## src/rtl/cdc_rx_fifo.sv

```systemverilog
// -----------------------------------------------------------------------------
// cdc_rx_fifo
//
// Small first-word-fall-through FIFO on the destination side of a pulse/bus
// synchroniser. Each single-cycle in_pulse carries one in_data word. The FIFO
// stores it, and the consumer drains it with a valid/ready handshake. A pulse
// that finds the FIFO full, with no pop in the same cycle, is dropped. Drops
// are recorded in a saturating counter and in a sticky flag. Both can be
// cleared by software.
//
// Ports
//   dst_clk          destination-domain clock (only clock)
//   reset_i          synchronous active-high reset
//   in_pulse         single-cycle strobe qualifying in_data
//   in_data          payload
//   out_valid        head entry available (== !empty)
//   out_ready        consumer accepts head entry
//   out_data         head entry
//   level            number of stored entries (registered)
//   full / empty     registered occupancy flags
//   overflow_count   saturating count of dropped pulses
//   overflow_sticky  set on any drop, held until clear_overflow
//   clear_overflow   synchronous clear of the overflow state
// -----------------------------------------------------------------------------
module cdc_rx_fifo #(
   parameter int unsigned pDATA_WIDTH = 8,
   parameter int unsigned pDEPTH      = 4,
   parameter int unsigned pCNT_WIDTH  = 8
) (
   input  logic                       dst_clk,
   input  logic                       reset_i,
   input  logic                       in_pulse,
   input  logic [pDATA_WIDTH-1:0]     in_data,
   output logic                       out_valid,
   input  logic                       out_ready,
   output logic [pDATA_WIDTH-1:0]     out_data,
   output logic [$clog2(pDEPTH):0]    level,
   output logic                       full,
   output logic                       empty,
   output logic [pCNT_WIDTH-1:0]      overflow_count,
   output logic                       overflow_sticky,
   input  logic                       clear_overflow
);

   localparam int unsigned ADDR_W = $clog2(pDEPTH);
   localparam int unsigned PTR_W  = ADDR_W + 1;

   logic [pDATA_WIDTH-1:0] mem_q [pDEPTH];

   logic [PTR_W-1:0]       wr_ptr_q, wr_ptr_d;
   logic [PTR_W-1:0]       rd_ptr_q, rd_ptr_d;
   logic [PTR_W-1:0]       level_q,  level_d;
   logic                   full_q,   full_d;
   logic                   empty_q,  empty_d;
   logic [pCNT_WIDTH-1:0]  cnt_q,    cnt_d;
   logic                   sticky_q, sticky_d;

   logic                   push, pop, drop;

   // Pop depends only on registered state and out_ready. A pop frees one slot,
   // so a pulse that arrives while the FIFO is full is still accepted when a
   // pop happens in the same cycle.
   always_comb begin
      pop  = !empty_q && out_ready;
      push = in_pulse && (!full_q || pop);
      drop = in_pulse && full_q && !pop;
   end

   always_comb begin
      wr_ptr_d = wr_ptr_q;
      rd_ptr_d = rd_ptr_q;
      if (push) wr_ptr_d = wr_ptr_q + PTR_W'(1);
      if (pop)  rd_ptr_d = rd_ptr_q + PTR_W'(1);
      // Pointers carry one extra wrap bit. When the addresses match, equal
      // wrap bits mean the FIFO is empty and different wrap bits mean it is
      // full.
      empty_d = (wr_ptr_d == rd_ptr_d);
      full_d  = (wr_ptr_d[ADDR_W-1:0] == rd_ptr_d[ADDR_W-1:0]) &&
                (wr_ptr_d[ADDR_W] != rd_ptr_d[ADDR_W]);
      level_d = wr_ptr_d - rd_ptr_d;
   end

   // A drop in the same cycle as a clear is kept as a count of 1, so the
   // event is not lost.
   always_comb begin
      cnt_d    = cnt_q;
      sticky_d = sticky_q;
      if (clear_overflow) begin
         cnt_d    = drop ? pCNT_WIDTH'(1) : '0;
         sticky_d = drop;
      end else if (drop) begin
         sticky_d = 1'b1;
         if (!(&cnt_q)) cnt_d = cnt_q + pCNT_WIDTH'(1);
      end
   end

   always_ff @(posedge dst_clk) begin
      if (reset_i) begin
         wr_ptr_q <= '0;
         rd_ptr_q <= '0;
         level_q  <= '0;
         full_q   <= 1'b0;
         empty_q  <= 1'b1;
         cnt_q    <= '0;
         sticky_q <= 1'b0;
      end else begin
         wr_ptr_q <= wr_ptr_d;
         rd_ptr_q <= rd_ptr_d;
         level_q  <= level_d;
         full_q   <= full_d;
         empty_q  <= empty_d;
         cnt_q    <= cnt_d;
         sticky_q <= sticky_d;
      end
   end

   // Storage is cleared on reset so that out_data reads as zero afterwards.
   always_ff @(posedge dst_clk) begin
      if (reset_i) begin
         for (int unsigned i = 0; i < pDEPTH; i++) mem_q[i] <= '0;
      end else if (push) begin
         mem_q[wr_ptr_q[ADDR_W-1:0]] <= in_data;
      end
   end

   always_comb begin
      out_valid       = !empty_q;
      out_data        = mem_q[rd_ptr_q[ADDR_W-1:0]];
      level           = level_q;
      full            = full_q;
      empty           = empty_q;
      overflow_count  = cnt_q;
      overflow_sticky = sticky_q;
   end

endmodule

```

## config.mk

```make
export PLATFORM = sky130hd
export DESIGN_NAME = cdc_rx_fifo
export DESIGN_NICKNAME = d
export VERILOG_FILES = /design/src/rtl/cdc_rx_fifo.sv
export SDC_FILE = /design/constraint.sdc
export NUM_CORES = 1
export LEC_CHECK = 0
export ABC_AREA = 1
export CORE_MARGIN = 2
export CORE_UTILIZATION = 33
export CTS_CLUSTER_SIZE = 28
export DETAILED_ROUTE_END_ITERATION = 16
export SLEW_MARGIN = 10
export SYNTH_ARGS = -nofsm -noshare
export SYNTH_HDL_FRONTEND = slang
export SYNTH_SLANG_ARGS = --single-unit
```

## constraint.sdc

```tcl
create_clock -name dst_clk -period 1.95 [get_ports dst_clk]
set_input_delay 0.4875 -clock dst_clk [delete_from_list [all_inputs] [get_ports dst_clk]]
set_output_delay 0.4875 -clock dst_clk [all_outputs]
set_load 0.02 [all_outputs]
```

== Yosys cells after proc, flatten, opt, wreduce, memory -nomap -nowiden ==
Memory sizes are Yosys's and may differ from the RTL's. A register that Yosys moved wholly into a read port is not among the register bits.
Index checks and enable logic that the tools add are counted.

* Bits in registers: 20
* Bits in writable memories: 32
* Bits of input ports: 13
* Output and inout bits: 23
* Word-level logic and storage cells: 46
* Memories kept: 1

{| class="wikitable"
|+ Memory list
! name !! depth !! bits a word !! rd ports !! clocked after memory_dff !! write ports !! RTL line !! source
|-
| mem_q || 4 || 8 || 1 || 1 || 4 || 48 || <nowiki>logic [pDATA_WIDTH-1:0] mem_q [pDEPTH];</nowiki>
|}

* Add/sub/neg operators: 4
* Equality and inequality tests: 4
* Muxes and demuxes: 17
* Reduce and logical (&&, ||, !) cells: 13

{| class="wikitable"
|+ Operator list
! cell !! count
|-
| $mux W8 || 4
|-
| $mux W1 || 9
|-
| $add A8 B1 Y8 const B || 1
|-
| $reduce_and A8 Y1 || 1
|-
| $reduce_or A8 Y1 || 1
|-
| $add A3 B1 Y3 const B || 2
|-
| $mux W3 || 2
|-
| $logic_and A1 B1 Y1 || 5
|-
| $mux W2 || 2
|-
| $eq A3 B3 Y1 || 1
|-
| $logic_not A1 Y1 || 3
|-
| $sub A3 B3 Y3 || 1
|-
| $eq A2 B2 Y1 || 1
|-
| $ne A2 B2 Y1 const B || 1
|-
| $reduce_and A2 Y1 || 1
|-
| $reduce_bool A2 Y1 || 1
|-
| $logic_or A1 B1 Y1 || 1
|-
| $ne A1 B1 Y1 || 1
|}

== Longest topological paths before layout ==
Gate-level depths: netlist (run 1).

* Word-level depth: 9
* Depth in mapped cells: 14
* Gate-level depth less buffers: 14

== Least setup slack after synthesis (run 1) ==
OpenSTA, ideal clock, no wires.

* Path type: register to register
* From: reg empty_q, in the netlist empty
* To: reg level_q[1], in the netlist level[1]
* Library setup time: 127 ps
* Arrival time: 1765 ps
* Required time: 1823 ps
* Setup slack: 58 ps
* Stages on the path, launching flop included: 14
* Path buffers: 0
* Clock period less this slack: 1892 ps
* Path through: dfxtp_1 -> inv_2 -> nand2_4 -> nand2_4 -> nand2_4 -> clkinv_4 -> nand2_1 -> nand2_1 -> inv_1 -> ha_1 -> inv_1 -> fa_1 -> inv_1 -> nor2_1

* Longest elaborated chain between the ends: 6
* Elaborated cells on any way between the ends: 7
* Classes of those cells: add/sub: 1; mux: 2; reduce/logical: 4

{| class="wikitable"
|+ Ends and longest elaborated chain
! element !! RTL line !! source
|-
| from (decl) || 54 || <nowiki>logic empty_q, empty_d;</nowiki>
|-
| from (signal assigned) || 111 || <nowiki>empty_q <= empty_d;</nowiki>
|-
| $logic_not A1 Y1 (*) || - ||
|-
| via out_valid || 34 || <nowiki>output logic out_valid,</nowiki>
|-
| $logic_and A1 B1 Y1 (*) || 64 || <nowiki>pop = !empty_q && out_ready;</nowiki>
|-
| $logic_or A1 B1 Y1 || 65 || <nowiki>push = in_pulse && (!full_q || pop);</nowiki>
|-
| $logic_and A1 B1 Y1 || 65 ||
|-
| $mux W3 || 72 || <nowiki>if (push) wr_ptr_d = wr_ptr_q + PTR_W'(1);</nowiki>
|-
| $sub A3 B3 Y3 (*) || 80 || <nowiki>level_d = wr_ptr_d - rd_ptr_d;</nowiki>
|-
| via level_d[1] || 52 || <nowiki>logic [PTR_W-1:0] level_q, level_d;</nowiki>
|-
| to (signal assigned) || 109 || <nowiki>level_q <= level_d;</nowiki>
|-
| to (decl) || 52 ||
|}

The timed path passes the listed nets; every way through them passes the cells marked *.
A chain may end at the register's enable or synchronous reset.

== Worst setup path after layout (run 1) ==
* From: reg full_q, in the netlist full
* To: out full

{| class="wikitable"
|+ RTL lines
! element !! RTL line !! source
|-
| from (decl) || 53 || <nowiki>logic full_q, full_d;</nowiki>
|-
| from (signal assigned) || 110 || <nowiki>full_q <= full_d;</nowiki>
|-
| to (decl) || 38 || <nowiki>output logic full,</nowiki>
|}

No word-level cell between the ends.

==> results of run 1 <==
-- stage by stage --
stage / hold slack, ns / instances / power (W)
after floorplan: 0.511 / 281 / 0.00186
after global placement: 0.465 / 445 / 0.00232
after detailed placement: 0.457 / 445 / 0.00234
after CTS: 0.500 / 453 / 0.00295
after global routing: 0.518 / 453 / 0.00307
final: 0.498 / 453 / 0.00289
-- final cells by class --
| cell class | instances | area share [%] |
|---|---|---|
| flip-flops and latches | 52 | 41.6 |
| clock buffers | 5 | 2.10 |
| clock inverters | 3 | 0.764 |
| inverters | 38 | 4.51 |
| well taps | 99 | 3.78 |
| multi-input cells | 186 | 29.3 |
| repair buffers | 70 | 17.9 |
-- cell usage in the layout, fill, tap and decap left out, types with 3 or more instances in the layout --
cell              n
buf_4            34
nor2_1           58
a21oi_1           6
nand3_1          15
clkbuf_8          5
nand2_2           3
o21ai_1           4
nand2_1          40
o21ai_0          22
nor3_1            7
ha_1              5
edfxtp_1         32
nand2_4           6
clkdlybuf4s50_1  25
o22ai_1           8
inv_1            33
clkbuf_2          8
dfxtp_1          18
-- sequential cells by signal (all words and copies together), names as in the netlist --
register         cells
empty                1
wr_ptr_q             3
rd_ptr_q             3
overflow_count       8
mem_q               32
overflow_sticky      1
full                 1
level                3
-- worst reg2reg max path: stages, from the launching register on --
cell	delay (ns)
dfxtp_1	0.35
inv_2	0.07
nand2_4	0.09
nand2_4	0.06
nand2_4	0.11
clkinv_4	0.05
nand2_1	0.07
nand2_1	0.07
inv_1	0.07
ha_1	0.15
inv_1	0.05
fa_2	0.51
inv_1	0.03
nor2_1	0.08
-- timing repair --
item | CTS | global route
pin swaps | 1 | 1
endpoints found under the setup margin | 10 | 10
resized for setup | 17 | 14
-- power by group through the flow --
| stage | Combinational, W | Sequential (W) | Clock (W) |
|---|---|---|---|
| after floorplan | 0.000484 | 0.00138 | 0 |
| after global placement | 0.000979 | 0.00134 | 0 |
| after detailed placement | 0.000992 | 0.00135 | 0 |
| after CTS | 0.000962 | 0.00132 | 0.000666 |
| after global routing | 0.00103 | 0.00133 | 0.000701 |
| final | 0.000926 | 0.00132 | 0.000646 |
-- worst paths after layout --
path	from	endpoint	slack, ns	cells after the start
min	overflow_sticky	overflow_sticky	0.50	2
min reg2reg	overflow_sticky	overflow_sticky	0.50	2
max	full	full	0.07	1
max reg2reg	empty	level[1]	0.13	13
-- metal layers --
layer  vias to the layer above  global-route usage (%)
met5                         -                       0
met4                         0                    3.79
met1                       909                    17.3
met3                         4                    2.75
met2                        39                    24.8
li1                       1069                       -
-- cell families (layout without fill, tap and decap cells) --
family | after synthesis | after routing | share of synthesized area [%]
and+or+nand+nor | 135 | 135 | 25.2
DFF | 52 | 52 | 54.6
AOI/OAI and AO/OA | 44 | 44 | 9.59
buffers and inverters | 43 | 116 | 6.93
adders and majority gates | 6 | 6 | 3.31
xor gates and xnor gates | 1 | 1 | 0.352
==> reports/metrics.cfg, run 1 <==
[placed_design]
post_dp_cell_area_um2=3220
portBuffers=35
place.gp.congestion=0.875
post-dp-hpwl_mm=4.04
dp_worst_setup_slack_ns=-0.420

[power]
power_frac_seq_pct=45.7
p_sw_w=0.000962
leakage_nw=1.41
swShare_pct=33.3
comb_power_share_pct=32.0
p_int_w=0.00193
power_density_nw_per_um2=883
clockPowerShare_pct=22.3
peakVddDrop_v=0.000339

[die]
ioPinCount=36
start_util_pct=34.2
die-area_um2=8260
core_um2=7290
num_rows=31
fp.dieW_um=90.9
fp.dieH_um=90.9

[sta]
final_max_slew_viol_count=0
slew-limit-headroom_pct=79.6
fin_crit_ns=1.88
rsz0062_at_grt=yes
fmax_ghz=0.531
setup_ws_ns=0.0667
setup_violations=0
finalHoldViolCount=0
fin_crit_sh_pct=96.6
worst-slew-pin-transition_ns=0.305
setup_tns_ns=0
worst_clock_skew_ns=0.00886

[drt]
ant_nets=0
wire_per_inst_um=12.0
route.met3.wl_um=201
dr.pass1.iters=4
met2_length_mm=2.65
drc=0
top_layer=met4
vias=2021
met1_length_mm=2.51
wirelength_mm=5.41
drtIter0Drc=110
post_drt_via_cell_ratio=4.46

[synthesis]
synth_edf_count=32
synth_top_area_share_pct=38.6
ys_ff_latch=52
async_reset_ff_share_pct=0
synth.net_count=300
avgSynthCellArea_um2=8.87
yosysMostFrequentCell=nor2_1
synthTopCellsByArea=edfxtp_1 39%, dfxtp_1 16%, nor2_1 8.7%
ys.flop_type=edfxtp_1
synth_commonest_cells=58 x nor2_1, 40 x nand2_1, 34 x inv_1, 32 x edfxtp_1, 23 x o21ai_0
yosys_warnings=0
syn_area_um2=2490
netlist_instances=281
seq_area_frac_synth_pct=54.6
synth_area_leader_cell=edfxtp_1
synth.distinct_cells=31

[setup_path]
cp_max_fo=3
slowest_stage=clkdlybuf4s50_1
required_ns=1.46
cp_cell_sequence=clkdlybuf4s50_1
critical_path.top_delay_family=buffers and inverters
startpoint_type=flop
worstSetupPathType=reg2out
cp.buffers_inverters=1
crit_arrival_ns=1.40
cpPeakStageDelay_ns=0.64
end_kind=output port

[clock_tree]
numCtsBuffers=5
htree_levels=2
hold_buffers=0
cts_tree=built
cts.sinks=52
clk_path_buf_depth=2
cts_root_buf=clkbuf_8
path_clk_slew_ns=0.10
postCtsSetupBuffers=0
clk_latency_ns=0.31

[grt]
grtUsageTotal_pct=14.0
grt_max_degree=19
grt_pass1_vias=2017
antenna_found_initial=0
grt_pass1_wl_mm=9.26
grt_overflow=0

[cells_and_area]
regArea_um2=1360
fill_cells=734
fin_area_um2=3280
drive_above_1_share_pct=20.1
areaGrowthSynthToFinish_pct=31.5
fin_util_pct=44.9
fin_nets=372
multi_input_area_um2=960
diodes=0

[min_path]
hold_class=reg2reg

[outcome]
status=finished, final reports clean

[run]
max-cap-violations=0

No activity file was read; power rests on OpenSTA's default activity.
==> inputs of run 2 (changes only) <==
--- a/config.mk
+++ b/config.mk
@@ -6,6 +6,7 @@
 export NUM_CORES = 1
 export LEC_CHECK = 0
 export ABC_AREA = 1
+export CAP_MARGIN = 30
 export CORE_MARGIN = 2
 export CORE_UTILIZATION = 33
 export CTS_CLUSTER_SIZE = 28
==> results of run 2 <==
Same layout as run 1: the final DEF is identical, and so are final timing and power.
